$ cat config.mk
export PLATFORM = sky130hd
export DESIGN_NAME = instruction_fetch_unit
export DESIGN_NICKNAME = d
export VERILOG_FILES = /design/src/rtl/instruction_fetch_unit.sv
export SDC_FILE = /design/constraint.sdc
export NUM_CORES = 1
export LEC_CHECK = 0
export BUFFER_PORTS_ARGS = -buffer_cell sky130_fd_sc_hd__buf_2
export CAP_MARGIN = 20
export CORE_AREA = 2 2 143 145
export CTS_BUF_LIST = sky130_fd_sc_hd__clkbuf_4
export DETAILED_ROUTE_END_ITERATION = 10
export DIE_AREA = 0 0 145 147
export PLACE_DENSITY_LB_ADDON = 0.3
export SETUP_SLACK_MARGIN = 0.05
export SKIP_LAST_GASP = 1
export SYNTH_ARGS = -nofsm -noshare
export SYNTH_HDL_FRONTEND = slang
export SYNTH_SLANG_ARGS = --single-unit
$ cat constraint.sdc
create_clock -name clk -period 11.9 [get_ports clk]
set_input_delay 2.38 -clock clk [delete_from_list [all_inputs] [get_ports clk]]
set_output_delay 2.38 -clock clk [all_outputs]
set_load 0.02 [all_outputs]
$ cat src/rtl/instruction_fetch_unit.sv
// -----------------------------------------------------------------------------
// instruction_fetch_unit
//
// Owns the program counter and fetches one 32-bit word per cycle from a
// byte-addressed instruction memory with a combinational read. Each fetched
// word is stored with its PC in a small FIFO. The FIFO feeds decode through a
// valid/ready handshake.
//
// A redirect flushes the FIFO and restarts fetch at the new target. An illegal
// address parks the unit in FAULT. An illegal address is either a misaligned
// redirect target or one past the last word of memory. In FAULT no more words
// are fetched. The FIFO keeps draining, and only a legal redirect leaves FAULT.
//
// Ports
//   clk              rising-edge clock
//   reset            asynchronous, active-high reset
//   imem_addr        byte address to instruction memory (== fetch_pc)
//   imem_instr       word returned combinationally for imem_addr
//   redirect_valid   one-cycle pulse: flush and restart at redirect_target
//   redirect_target  new fetch byte address
//   out_valid        FIFO head is valid
//   out_ready        decode accepts the head this cycle
//   out_instr        head instruction, 0 when out_valid=0
//   out_pc           head PC, 0 when out_valid=0
//   fetch_fault      high while in FAULT
// -----------------------------------------------------------------------------
module instruction_fetch_unit #(
    parameter logic [63:0] RESET_PC    = 64'd0,
    parameter int          IMEM_BYTES  = 88,
    parameter int          QUEUE_DEPTH = 2
) (
    input  logic        clk,
    input  logic        reset,
    output logic [63:0] imem_addr,
    input  logic [31:0] imem_instr,
    input  logic        redirect_valid,
    input  logic [63:0] redirect_target,
    output logic        out_valid,
    input  logic        out_ready,
    output logic [31:0] out_instr,
    output logic [63:0] out_pc,
    output logic        fetch_fault
);

    localparam logic [63:0] LAST_PC = 64'(IMEM_BYTES - 4);
    localparam int          PTR_W   = (QUEUE_DEPTH > 1) ? $clog2(QUEUE_DEPTH) : 1;
    localparam int          CNT_W   = $clog2(QUEUE_DEPTH + 1);
    localparam logic [CNT_W-1:0] DEPTH_C  = CNT_W'(QUEUE_DEPTH);
    localparam logic [PTR_W-1:0] PTR_LAST = PTR_W'(QUEUE_DEPTH - 1);

    typedef enum logic {
        ST_FETCH = 1'b0,
        ST_FAULT = 1'b1
    } state_t;

    state_t             state_reg, state_next;
    logic [63:0]        fetch_pc_reg, fetch_pc_next;

    logic [PTR_W-1:0]   head_reg, tail_reg;
    logic [CNT_W-1:0]   count_reg;
    logic [63:0]        q_pc_reg    [QUEUE_DEPTH];
    logic [31:0]        q_instr_reg [QUEUE_DEPTH];

    logic               push, pop, flush, full, target_legal;

    // Pointers wrap explicitly so that depths other than powers of two work.
    function automatic logic [PTR_W-1:0] ptr_inc(input logic [PTR_W-1:0] p);
        return (p == PTR_LAST) ? '0 : p + PTR_W'(1);
    endfunction

    assign out_valid    = (count_reg != '0);
    assign full         = (count_reg == DEPTH_C);
    assign pop          = out_valid && out_ready;
    assign target_legal = (redirect_target[1:0] == 2'b00) && (redirect_target <= LAST_PC);

    // ------------------------------------------------------------------
    // FSM: state and fetch PC registers
    // ------------------------------------------------------------------
    always_ff @(posedge clk or posedge reset) begin
        if (reset) begin
            state_reg    <= ST_FETCH;
            fetch_pc_reg <= RESET_PC;
        end else begin
            state_reg    <= state_next;
            fetch_pc_reg <= fetch_pc_next;
        end
    end

    // ------------------------------------------------------------------
    // FSM: next state, next PC and the FIFO controls
    // A redirect outranks everything else, including a pop in the same cycle.
    // ------------------------------------------------------------------
    always_comb begin
        state_next    = state_reg;
        fetch_pc_next = fetch_pc_reg;
        push          = 1'b0;
        flush         = 1'b0;
        case (state_reg)
            ST_FETCH: begin
                if (redirect_valid) begin
                    flush = 1'b1;
                    if (target_legal) begin
                        fetch_pc_next = redirect_target;
                    end else begin
                        state_next = ST_FAULT;
                    end
                end else if (fetch_pc_reg > LAST_PC) begin
                    state_next = ST_FAULT;
                end else if (!full || pop) begin
                    push          = 1'b1;
                    fetch_pc_next = fetch_pc_reg + 64'd4;
                end
            end
            ST_FAULT: begin
                if (redirect_valid) begin
                    flush = 1'b1;
                    if (target_legal) begin
                        state_next    = ST_FETCH;
                        fetch_pc_next = redirect_target;
                    end
                end
            end
            default: state_next = ST_FETCH;
        endcase
    end

    // ------------------------------------------------------------------
    // FIFO bookkeeping. A push and a pop in the same cycle leave the count
    // unchanged, even when the FIFO is full.
    // ------------------------------------------------------------------
    always_ff @(posedge clk or posedge reset) begin
        if (reset) begin
            head_reg  <= '0;
            tail_reg  <= '0;
            count_reg <= '0;
        end else if (flush) begin
            head_reg  <= '0;
            tail_reg  <= '0;
            count_reg <= '0;
        end else begin
            if (push) tail_reg <= ptr_inc(tail_reg);
            if (pop)  head_reg <= ptr_inc(head_reg);
            case ({push, pop})
                2'b10:   count_reg <= count_reg + CNT_W'(1);
                2'b01:   count_reg <= count_reg - CNT_W'(1);
                default: count_reg <= count_reg;
            endcase
        end
    end

    // FIFO storage, one register pair per entry
    generate
        for (genvar gi = 0; gi < QUEUE_DEPTH; gi++) begin : g_entry
            always_ff @(posedge clk or posedge reset) begin
                if (reset) begin
                    q_pc_reg[gi]    <= '0;
                    q_instr_reg[gi] <= '0;
                end else if (push && (tail_reg == PTR_W'(gi))) begin
                    q_pc_reg[gi]    <= fetch_pc_reg;
                    q_instr_reg[gi] <= imem_instr;
                end
            end
        end
    endgenerate

    // The head is read straight from registers, so a newly pushed word
    // appears on the outputs one cycle later at the earliest.
    assign out_pc      = out_valid ? q_pc_reg[head_reg]    : 64'd0;
    assign out_instr   = out_valid ? q_instr_reg[head_reg] : 32'd0;
    assign imem_addr   = fetch_pc_reg;
    assign fetch_fault = (state_reg == ST_FAULT);

endmodule

# Word-level counts from Yosys, hierarchy flattened
# Cells that the tools add are included.
# classes
add_sub_neg,5
n_lt_le_gt_ge,3
n_eq_ne,6
muxes,32
bitwise_logic,3
reduce_logical,12
# ops
operator,count
64-bit two-way mux,9
32-bit two-way mux,4
64-bit case mux with 2 select lines,1
64-bit by 3-bit adder with 64-bit output (second input constant),1
64-bit by 7-bit greater-than comparator with 1-bit output (second input constant),1
64-bit by 7-bit less-or-equal comparator with 1-bit output (second input constant),1
1-bit two-way mux,15
3-bit != test (second input constant),2
2-bit nonzero test,3
2-bit == test (second input constant),2
1-bit logical AND,4
2-bit case mux with 2 select lines,1
3-bit AND reduction,1
3-bit nonzero test,1
1-bit adder (second input constant),2
2-bit by 1-bit adder with 2-bit output (second input constant),1
2-bit by 1-bit == test with 1-bit output (second input constant),1
2-bit >= comparator (second input constant),1
2-bit logical NOT,1
2-bit two-way mux,1
2-bit != test (second input constant),1
1-bit NOT,2
1-bit NOT with 2-bit output,1
1-bit case mux with 2 select lines,1
3 further kinds,3
# totals
regBits,261
input_bits,100
output_inout_bits,162

# Logic depth before layout (Yosys ltp)
# depth
word_depth,10
depth_mapped,8

# Least setup slack after synthesis
# OpenSTA, ideal clock, no wires.
# synth_path
kind,reg2out
from,register head_reg
to,output out_instr[10]
arrival_ps,1828
required_ps,9520
slack_ps,7692
path_stages_with_launch,6
path_buffers,3
cell_sequence,dfrtp_1 -> clkbuf_1 -> clkbuf_1 -> clkbuf_1 -> mux2i_1 -> nor2_1
# synth_via
elab_chain_len,5
# synth_lines
element,line_no,text
start: declaration,59,"logic [PTR_W-1:0] head_reg, tail_reg;"
start signal: assignment,142,if (pop) head_reg <= ptr_inc(head_reg);
1-bit NOT with 2-bit output (implied by the code),169,assign out_instr = out_valid ? q_instr_reg[head_reg] : 32'd0;
32-bit two-way mux (implied by the code) (3 in a row),169,
32-bit two-way mux,169,
end: declaration,40,"output logic [31:0] out_instr,"
# No other way between the ends. The select of a mux whose other input is x is not followed.

# Worst setup path after layout
# layout_path
from,register head_reg
to,output out_pc[27]
# layout_via
elab_chain_len,5
# layout_lines
element,line_no,text
1-bit NOT with 2-bit output (implied by the code),168,assign out_pc = out_valid ? q_pc_reg[head_reg] : 64'd0;
64-bit two-way mux (implied by the code) (3 in a row),168,
64-bit two-way mux,168,
end: declaration,41,"output logic [63:0] out_pc,"
# No other way between the ends. The select of a mux whose other input is x is not followed.

==> reports/metrics.yaml <==
arrival_ns: 3.09
cts-resized-gates: 0
drtPass1Iterations: 4
fillers: 1555
crit_path_end_kind: "output pin"
power.density_nw_per_um2: 131
crit_type: "flop to output pin"
fin_skew_ns: 0.0398
num_vias: 7517
synth_ff_type: "dfrtp_1"
synthTopCellsByArea: "dfrtp_1 61%, mux2i_1 9.1%, mux2_1 7.6%"
whs_ns: 0.477
dieArea_sq_um: 21300
antenna_left: 0
setup_tns_ns: 0
drive_above_1_share_pct: 31.6
endpoint: "out_pc[27]"
syn_area_per_cell_sq_um: 12.3
synthCells: 871
required_ns: 9.52
yosysWarningCount: 0
antenna_found_initial: 2
switchingPower_mw: 0.383
timing.rr.start: "imem_addr[2]"
dp_slack_ns: 6.89
ys_seq_area_share_pct: 61.0
synth_edf_count: 0
status: "complete, no violations"
hold_viol_final: 0
clk_latency_ns: 0.68
io_pins: 262
grt_pass1_vias: 7720
synth-seq-cells: 261
clockBufferDepth: 3
comb_power_share_pct: 2.6
layout_setup_ws_ns: 6.43
finalSetupViolCount: 0
power_leakage_nw: 6.93
start_util_pct: 54.0
fmax_mhz: 183
setup.worst_path.start: "head_reg"
largest_reg_flops: 128
synth_fp_nets: 974
cap_violations: 0
regToRegEndpoint: "q_instr_reg[22]"
die_x_microns: 145
area_delta_synth_final_pct: 23.2
ff2ff_setup_slack_ns: 9.08
cts_hold_buf: 0
final_nets: 1266
reg2reg_depth: 7
rsz0062_at_grt: "false"
drt-total-wl_microns: 22900
yosys-top-cells-count: "261 x dfrtp_1, 118 x and2_1, 106 x nor2_1"
io_buffers: 261
slew_headroom_pct: 26.7
cts_sinks: 261
async_flop_share_pct: 100
die_h_microns: 147
hpwl_microns: 14300
numCtsBuffers: 67
yosysMostFrequentCell: "dfrtp_1"
htreeDepth: 3
cts_setup_buffers: 0
p_int_mw: 1.35
gp_congestion: 0.845
drc: 0
gr-total-overflow: 0
syn_area_sq_um: 10700
rows: 52
cts_root_buffer: "clkbuf_4"
hold_path.class: "flop to flop"
yosys.area.top_type_share_pct: 61.0
clk_pin_slew_ns: 0.07
grt_max_degree: 105
irDropWorstVdd_mv: 0.0888
viasPerCell: 5.08
gr-usage-all-layers_pct: 22.1
critPathLaunchType: "flop"
core_area_sq_um: 19800
swShare_pct: 22.1
finalCritPeriodShare_pct: 46.0
worstHoldStart: "q_pc_reg[2]"
worst_slew_pin_slew_ns: 1.10
clockPowerShare_pct: 46.0
report.final.slew_viol_count: 0
cts_tree: "built"
seq_power_share_pct: 51.4
fin_crit_ns: 5.47
synthDistinctLibCells: 35
path_max_fanout: 52
dr.first_iter.drc_count: 329
wire_per_inst_microns: 15.5
synth_area_leader_cell: "dfrtp_1"
grt_pass1_wl_microns: 38100
-- power groups by stage --
stage	clock, mW	combinational (mW)	sequential (mW)
6_report	0.796	0.0451	0.889
5_1_grt	0.870	0.0517	0.888
4_1_cts	0.820	0.0451	0.889
3_5_place_dp	0	0.0450	0.905
3_3_place_gp	0	0.0441	0.905
2_1_floorplan	0	0.0180	0.906
-- cell usage in the layout, fill, tap and decap left out, types with 11 or more instances in the layout --
| cell type | n |
|---|---|
| mux2i_1 | 97 |
| dfrtp_1 | 260 |
| clkbuf_4 | 91 |
| clkinv_1 | 12 |
| mux2_1 | 72 |
| nor2_1 | 105 |
| nor2b_1 | 57 |
| nand3_1 | 11 |
| nor4_1 | 27 |
| nand2_1 | 15 |
| buf_2 | 261 |
| and2_1 | 118 |
-- per-layer routing --
metal	part of all wire (%)	wire (microns)	GRT usage (%)
met3	7.1	1630	7.24
met1	45	10300	29.5
met4	1.6	373	8.37
met5	0.048	11	0
met2	46	10600	34.1
-- worst max-delay path, stage by stage (launching register included) --
cell     delay [ns]
dfrtp_4        0.97
buf_4          0.82
mux2i_1        0.30
nor2_1         0.06
buf_2          0.19
-- worst min-delay path by stage --
| stage | end | cells after the start |
|---|---|---|
| after floorplan | q_pc_reg[66] | 2 |
| after global placement | q_pc_reg[2] | 2 |
| after detailed placement | q_pc_reg[4] | 2 |
| after CTS | q_pc_reg[2] | 2 |
| after global routing | q_pc_reg[60] | 1 |
| final | q_pc_reg[2] | 2 |
-- layout make-up --
cell class	instances	area, sq um	share of cell area (%)
diodes	2	5.00	0.0379
inverters	5	26.3	0.199
multi-input cells	558	4000	30.3
flip-flops and latches	261	6540	49.5
well taps	270	338	2.56
repair buffers	270	1410	10.7
clock buffers	91	683	5.18
clock inverters	23	204	1.55
-- per-stage QoR --
step	instance area (sq um)	total power, mW	cells	utilization, %
global route	13200	1.81	1480	66.5
CTS	13100	1.75	1476	66.3
floorplan	10700	0.924	871	-
detailed placement	12300	0.950	1362	61.8
finish	13200	1.73	1480	66.5
global placement	12300	0.949	1362	61.8
-- kinds of logic after synthesis --
logic type	after synthesis	synth area share, %
and+or+nand+nor	358	18.3
muxes	169	16.6
AOI/OAI and AO/OA	27	1.76
adders and majority gates	3	0.350
xor gates and xnor gates	1	0.0818
buffers and inverters	52	1.96
DFF	261	61.0
No activity file was read; power rests on OpenSTA's default activity.
